<file path="config.mk">
export PLATFORM = sky130hd
export DESIGN_NAME = vec_sub_arbiter
export DESIGN_NICKNAME = d
export VERILOG_FILES = /design/src/rtl/vec_sub_arbiter.sv
export SDC_FILE = /design/constraint.sdc
export NUM_CORES = 1
export LEC_CHECK = 0
export ABC_AREA = 1
export CAP_MARGIN = 40
export CORE_AREA = 2 2 230 232
export CTS_CLUSTER_DIAMETER = 40
export DETAILED_ROUTE_END_ITERATION = 7
export DIE_AREA = 0 0 232 234
export PLACE_DENSITY = 0.39
export SYNTH_ARGS = -nofsm -noshare
export SYNTH_HDL_FRONTEND = slang
export SYNTH_SLANG_ARGS = --single-unit
</file>
<file path="constraint.sdc">
create_clock -name i_clk -period 8.1 [get_ports i_clk]
set_input_delay 0.81 -clock i_clk [delete_from_list [all_inputs] [get_ports i_clk]]
set_output_delay 0.81 -clock i_clk [all_outputs]
set_load 0.05 [all_outputs]
</file>
<file path="src/rtl/vec_sub_arbiter.sv">
// vec_sub_arbiter: round-robin front end for a shared, fully pipelined
// 3-lane fp16 vector-subtract datapath.
//  - One operand pair issued per cycle to the granted requester.
//  - A {valid,id} tag pipe of LATENCY stages follows each op so the result
//    can be steered back to its owner with a one-cycle strobe.
//  - Optional per-requester issue counters: define VSUB_ARB_STATS_EN.
module vec_sub_arbiter #(
    parameter  int NUM_REQ = 4,
    parameter  int LATENCY = 10,
    localparam int IDW     = (NUM_REQ > 1) ? $clog2(NUM_REQ) : 1
) (
    input  logic                   i_clk,
    input  logic                   i_rst_n,
    input  logic [NUM_REQ-1:0]     i_req_valid,
    input  logic [48*NUM_REQ-1:0]  i_req_a,
    input  logic [48*NUM_REQ-1:0]  i_req_b,
    output logic [NUM_REQ-1:0]     o_req_ready,
    output logic                   o_dp_en,
    output logic [47:0]            o_dp_a,
    output logic [47:0]            o_dp_b,
    input  logic [47:0]            i_dp_q,
    output logic                   o_rsp_valid,
    output logic [IDW-1:0]         o_rsp_id,
    output logic [47:0]            o_rsp_q,
    output logic                   o_busy
`ifdef VSUB_ARB_STATS_EN
    ,
    input  logic                   i_stats_clr,
    output logic [16*NUM_REQ-1:0]  o_issue_cnt
`endif
);

    // Round-robin pointer: the requester searched first this cycle.
    logic [IDW-1:0]               r_rr_ptr;

    // Tag pipe: stage 0 is loaded at the issue edge, stage LATENCY-1 lines
    // up with the cycle in which the datapath presents that op's result.
    logic [LATENCY-1:0]           r_tag_vld;
    logic [LATENCY-1:0][IDW-1:0]  r_tag_id;

    logic                         w_gnt_any;
    logic                         w_gnt_vld;
    logic [IDW-1:0]               w_gnt_id;

    // Priority search starting at r_rr_ptr, wrapping modulo NUM_REQ.
    // Only req_valid and the pointer feed this, never the operands.
    always_comb begin
        int idx;
        idx       = 0;
        w_gnt_any = 1'b0;
        w_gnt_id  = '0;
        for (int k = 0; k < NUM_REQ; k++) begin
            idx = int'(r_rr_ptr) + k;
            if (idx >= NUM_REQ) idx = idx - NUM_REQ;
            if (!w_gnt_any && i_req_valid[idx]) begin
                w_gnt_any = 1'b1;
                w_gnt_id  = IDW'(idx);
            end
        end
    end

    // No grant is visible while reset is held, even if requesters are valid.
    assign w_gnt_vld = w_gnt_any & i_rst_n;
    assign o_dp_en   = w_gnt_vld;

    // One-hot ready plus operand mux; operands read zero with no grant.
    always_comb begin
        o_req_ready = '0;
        o_dp_a      = '0;
        o_dp_b      = '0;
        for (int i = 0; i < NUM_REQ; i++) begin
            if (w_gnt_vld && (w_gnt_id == IDW'(i))) begin
                o_req_ready[i] = 1'b1;
                o_dp_a         = i_req_a[48*i +: 48];
                o_dp_b         = i_req_b[48*i +: 48];
            end
        end
    end

    // Advance the pointer past the winner; explicit wrap keeps it legal
    // when NUM_REQ is not a power of two.
    always_ff @(posedge i_clk or negedge i_rst_n) begin
        if (!i_rst_n) begin
            r_rr_ptr <= '0;
        end else if (w_gnt_vld) begin
            if (w_gnt_id == IDW'(NUM_REQ - 1))
                r_rr_ptr <= '0;
            else
                r_rr_ptr <= w_gnt_id + 1'b1;
        end
    end

    // Shift {valid,id} down the tag pipe every cycle; reset drops all
    // in-flight tags so their results are never reported.
    always_ff @(posedge i_clk or negedge i_rst_n) begin
        if (!i_rst_n) begin
            r_tag_vld <= '0;
            r_tag_id  <= '0;
        end else begin
            r_tag_vld[0] <= w_gnt_vld;
            r_tag_id[0]  <= w_gnt_id;
            for (int s = 1; s < LATENCY; s++) begin
                r_tag_vld[s] <= r_tag_vld[s-1];
                r_tag_id[s]  <= r_tag_id[s-1];
            end
        end
    end

    assign o_rsp_valid = r_tag_vld[LATENCY-1];
    assign o_rsp_id    = r_tag_id[LATENCY-1];
    assign o_rsp_q     = i_dp_q;
    assign o_busy      = |r_tag_vld;

`ifdef VSUB_ARB_STATS_EN
    // Saturating per-requester transfer counters; clear wins over count.
    for (genvar g = 0; g < NUM_REQ; g++) begin : g_cnt
        logic [15:0] r_cnt;

        // Count accepted transfers for requester g.
        always_ff @(posedge i_clk or negedge i_rst_n) begin
            if (!i_rst_n)
                r_cnt <= '0;
            else if (i_stats_clr)
                r_cnt <= '0;
            else if (i_req_valid[g] && o_req_ready[g] && (r_cnt != 16'hFFFF))
                r_cnt <= r_cnt + 16'd1;
        end

        assign o_issue_cnt[16*g +: 16] = r_cnt;
    end
`endif

endmodule

</file>
==> impl_results.md, run 1 <==
* Critical Path RT at 7.29 ns
* Max FO, Critical Path at 53
* Synth warn at 0
* Commonest cells after routing, fill and taps aside: 493 x clkdlybuf4s50_1, 414 x nand2_1, 289 x nand4_1
* CTS Hold Bufs at 0
* Syn Nets at 1887
* Grt ovf at 0
* Largest family of logic cells by synthesized area: simple AND/OR/NAND/NOR gates
* Synthesized flop and latch total at 32
* CP most frequent cell: nand2_1
* Cell breakdown of the critical path: clkdlybuf4s50_1 -> inv_1 -> nand2_1 -> nand3_1 -> nand2_1 -> nor2_2 -> nand3b_1 -> o21ai_0 -> inv_1 -> ha_1 -> nand3_4 -> buf_12 -> nand2_1 -> inv_1 -> nand2_1 -> nand2_1 -> clkdlybuf4s50_1
* Core area at 52000 um^2
* Gpl congestion at 0.831
* # Post-CTS Setup Buffers at 0
* Synth-to-Final Area Change at 70.2%
* Kind of critical path: in2out
* Synth Area in Adders at 0.678%
* Largest net degree at the start of global routing at 187
* Final Hold Vio Count at 0
* Max clock buf depth at 2
* CTS clk-pin slew, worst paths at 0.05 ns
* Die height at 234 um
* Final Max Slew Viols at 0
* Drt first pass iters at 5
* Final Cycle Share at 74.1%
* CTS resizes at 0
* WL per Instance at 16.4 um
* Antenna violations before repair at 2
* Rows at 84
* Initial Util at 14.2%
* I/O pin count at 591
* Post-synth top area share at 24.5%
* Via count at 10200
* Synth Area in Compound Gates at 0.339%
* Most common cell after layout, fill and taps aside: clkdlybuf4s50_1
* Filler cells at 6021
* HP Start: r_tag_id[14]
* RSZ-0062 raised after global routing: false
* Final cell count without fillers at 2469
* Dpl cells at 2458
* Die width at 232 um
* WP data arrival at 5.19 ns
* Area leader, netlist: nand4_1
* First-pass GRT wire length at 59.1 mm
* Worst-skew pair later-pin latency at 0.27 ns
* Synth unique cells at 24
* CP Launch Type: input port
* Least-Margin Pin Slew at 0.995 ns
* Post-synthesis mux area share at 0%
* Critical R2R Launch: r_rr_ptr[0]
* Final wirelength at 40.4 mm
* Final clock skew at 0.00143 ns
* Max-Cap Viols at 0
* Fmax at 167 MHz
* TritonCTS buffer count at 5
* Vias in the first global route at 9823
* Port Buffer Count at 494
* Netlist Area Pre-Place at 7380 um^2
* Fin Hold WS at 0.344 ns
* Crit. Startpoint: i_req_valid[3]
* Final ANT Viol Nets at 0
* Min Tclk post-route at 6.00 ns
* # clock sinks at 32
* HP Class: reg2reg
* Root buf cell: clkbuf_16
* DRC errors left at 0
* Vias per cell at 4.14
* Die footprint at 54300 um^2
* Synth Area in XOR/XNOR at 0.119%
* Gate Count Post-Synth at 1445
* Sequential cell area fraction in the yosys report at 10.8%
* Total negative setup slack at 0 ns
* DR iter-0 viols at 546
* Slowest-stage cell, CP: clkdlybuf4s50_1
* Synth area leaders: nand4_1 24%, nand2_1 21%, inv_1 13%
* Slew margin rel. at 33.7%
* GRT Total Usage at 13.8%
* Status: finished clean
* Setup Viol. Count Final at 0
* CTS HTree Levels at 2
* Final nets at 2219
* Syn avg cell area at 5.11 um^2
* Synth Area in Simple Gates at 58.4%
* CP endpoint kind: output pin
* HPWL Detailed at 31.3 mm
* Core Util, Final at 24.2%
* Layout cell share with drive strength beyond 1 at 3.55%
* Slowest cell delay on critical path at 0.83 ns
* CTS tree: yes
-- critical path: cells and delay by family --
family                   cells  cell delay (ns)
buffers and inverters        6             1.92
AND/OR/NAND/NOR              9             1.43
AO/OA/AOI/OAI                1             0.66
adder cells (fa/ha/maj)      1             0.30
-- path summary, 6_finish.rpt --
check,end,slack [ns],cells after the start
worst max-delay path,o_dp_a[15],2.10,17
worst min-delay path,r_tag_id[16],0.34,0
worst max register to register,r_rr_ptr[1],5.30,12
worst min register to register,r_tag_id[16],0.34,0
max in group asynchronous,o_rsp_id[0],6.31,2
min in group asynchronous,r_tag_id[5],0.58,1
-- per-layer routing --
layer	share of wire, %	track usage, %	up-vias
li1	-	-	5209
met1	43	17.6	4636
met2	49	24.4	344
met3	5.5	2.23	40
met4	1.9	2.96	0
met5	0	0	-
-- metrics by stage --
step                      worst slack [ns]  cell area [um^2]
after floorplan                       3.80              7380
after global placement                2.12             12400
after detailed placement              2.04             12400
after CTS                             2.03             12600
after global routing                  1.73             12600
final                                 2.10             12600
-- final cells by class --
cell class / instances / area (um^2) / share of cell area [%]
clock inverters: 1 / 5.00 / 0.0398
well taps: 688 / 861 / 6.85
inverters: 302 / 1140 / 9.05
flip-flops and latches: 32 / 801 / 6.37
clock buffers: 6 / 129 / 1.03
diodes: 4 / 10.0 / 0.0796
multi-input cells: 923 / 4450 / 35.4
repair buffers: 513 / 5170 / 41.2
-- registers in the layout, summed over array words and instances, names as in the netlist --
signal     cells
o_rsp_id       2
r_tag_vld     10
r_rr_ptr       2
r_tag_id      18
-- cells by family (layout without fill, tap and decap cells) --
kind of cell    after synthesis  after routing
flops                        32             32
simple gates                913            913
fa+ha+maj                     4              4
compound gates                5              5
other cells                   0              4
buf+inv                     490            822
xor+xnor                      1              1
-- synth_stat cells, drive strengths merged --
cell type and count:
nand2 415, nand4 289, inv 288, buf 121, nand3 103, nor2 102, clkbuf 67, dfrtp 32
clkinv 14, o21ai 5, ha 4, nor4 2, and2 1, nand3b 1, xor2 1
Power of run 1 is left out: the tool's default activity adds up to more than one toggle a clock period on the data nets, which glitch-free logic cannot reach.
==> run 2, diff against run 1 <==
Settings changed: PLACE_DENSITY 0.39 to 0.41.
Clock period 8.1 ns to 5.3 ns, I/O delays scaled along.
==> run 2 against run 1 <==
Clock skew increased by 0.0051 ns; cell count grew 0.16%; wire length increased by 5.1%; cell area increased by 8.2%; worst setup slack got worse by 1.2 ns; critical endpoint is now o_dp_b[4].
==> impl_results.md, run 2 (synthesized netlist as in run 1, its figures left out) <==
* Status: finished clean
* Final nets at 2222
* Final Max Slew Viols at 0
* Die height at 234 um
* WP data arrival at 3.89 ns
* Largest registers: r_tag_id (18), r_tag_vld (10)
* # Post-CTS Setup Buffers at 0
* Rows at 84
* Commonest cells after routing, fill and taps aside: 414 x nand2_1, 395 x clkdlybuf4s50_1, 289 x nand4_1
* Critical Path RT at 4.77 ns
* Max reg flops at 18
* Grt ovf at 0
* Max FO, Critical Path at 171
* Grt met1 use at 18.8%
* Die width at 232 um
* Slowest-stage cell, CP: nand3_4
* Cell breakdown of the critical path: clkdlybuf4s50_1 -> nand2_1 -> nand2_1 -> nand2_1 -> and2_1 -> nand3_4 -> buf_12 -> nand3_4 -> buf_12 -> nand3_1 -> nand2_1 -> nand2_1 -> buf_12
* Gpl congestion at 0.808
* Synth-to-Final Area Change at 84.2%
* Initial Util at 14.2%
* Flop2flop setup slack at 2.98 ns
* CTS HTree Levels at 2
* FF-to-FF path depth at 11
* Max-Cap Viols at 0
* HPWL Detailed at 32.1 mm
* R2r endpoint: r_rr_ptr[0]
* Final ANT Viol Nets at 0
* Final setup margin at 0.880 ns
* First-pass GRT wire length at 62.8 mm
* CP endpoint kind: output pin
* CTS Hold Bufs at 0
* Slowest cell delay on critical path at 0.76 ns
* DRC errors left at 0
* CTS clk-pin slew, worst paths at 0.05 ns
* Largest Register: r_tag_id
* CTS resizes at 0
* Setup crit end: o_dp_b[4]
* Via count at 10400
* Grt met2 use at 26.0%
* Drt first pass iters at 5
* Most common cell after layout, fill and taps aside: nand2_1
* CTS tree: yes
* Busiest metal layer after global routing: met2
* Final wirelength at 42.4 mm
* Crit path depth at 13
* Kind of critical path: in2out
* Min Tclk post-route at 4.42 ns
* Max clock buf depth at 2
* DR iter-0 viols at 520
* HP Class: in2async
* Slew margin rel. at 39.7%
* Final cell count without fillers at 2473
* Crit path max-delay family: buffers and inverters
* Final Cycle Share at 83.4%
* Largest net degree at the start of global routing at 179
* Placement Setup Slack at 0.824 ns
* TritonCTS buffer count at 5
* Total negative setup slack at 0 ns
* Vias per cell at 4.20
* Crit. Startpoint: i_req_valid[0]
* GRT Total Usage at 14.7%
* Vias in the first global route at 10300
* I/O pin count at 591
* # clock sinks at 32
* Fmax at 226 MHz
* Core area at 52000 um^2
* Port Buffer Count at 494
* Die footprint at 54300 um^2
* Dpl cells at 2461
* Filler cells at 5864
* Buf/Inv on CP at 4
* Layout cell share with drive strength beyond 1 at 9.32%
* Least-Margin Pin Slew at 0.904 ns
* WL per Instance at 17.2 um
* CP Launch Type: input port
* Setup Viol. Count Final at 0
* Root buf cell: clkbuf_16
* Antenna violations before repair at 3
* Final Hold Vio Count at 0
* Critical R2R Launch: r_rr_ptr[0]
* Worst-skew pair later-pin latency at 0.27 ns
* Final clock skew at 0.00655 ns
* CP most frequent cell: nand2_1
* RSZ-0062 raised after global routing: false
* Met3 usage at 2.57%
==> run 2: cell count changes in the layout (fill, tap and decap cells not counted), sizes merged <==
cell           before  now
buf                20  121
clkinv             16   17
inv               287  288
clkbuf              6    5
clkdlybuf4s50     493  395
==> run 2: layer usage <==
| metal | share of wire (%) | wire length, um |
|---|---|---|
| met1 | 42 | 18000 |
| met2 | 50 | 21100 |
| met3 | 6.2 | 2610 |
| met4 | 2.0 | 829 |
| met5 | 0 | 0 |
==> run 2: worst register-to-register path, delay by kind of cell (launching register included) <==
kind            cells  cell delay (ns)
buf+inv             3             0.87
flops               1             0.49
simple gates        7             0.81
compound gates      1             0.08
==> run 2: per-stage QoR <==
step | hold slack (ns) | cell area (um^2) | utilization [%]
CTS | 0.217 | 13600 | 26.1
global route | 0.231 | 13600 | 26.1
global placement | 0.331 | 13500 | 25.9
floorplan | 0.234 | 7380 | -
detailed placement | 0.336 | 13500 | 25.9
finish | 0.209 | 13600 | 26.1
==> run 2: worst min-delay path by stage <==
stage | endpoint
finish | r_tag_vld[8]
global route | r_tag_vld[8]
CTS | r_tag_vld[8]
detailed placement | r_tag_id[13]
global placement | o_rsp_id[1]
floorplan | o_rsp_id[0]
==> run 2: cell type report <==
type,count,area [um^2],share of cell area [%]
timing repair buffer,516,6200,45.5
multi-input combinational,923,4450,32.7
inverter,302,1140,8.37
tap,688,861,6.33
sequential,32,801,5.89
clock buffer,5,125,0.920
clock inverter,3,18.8,0.138
antenna,4,10.0,0.0736
Power of run 2 is left out for the same reason.
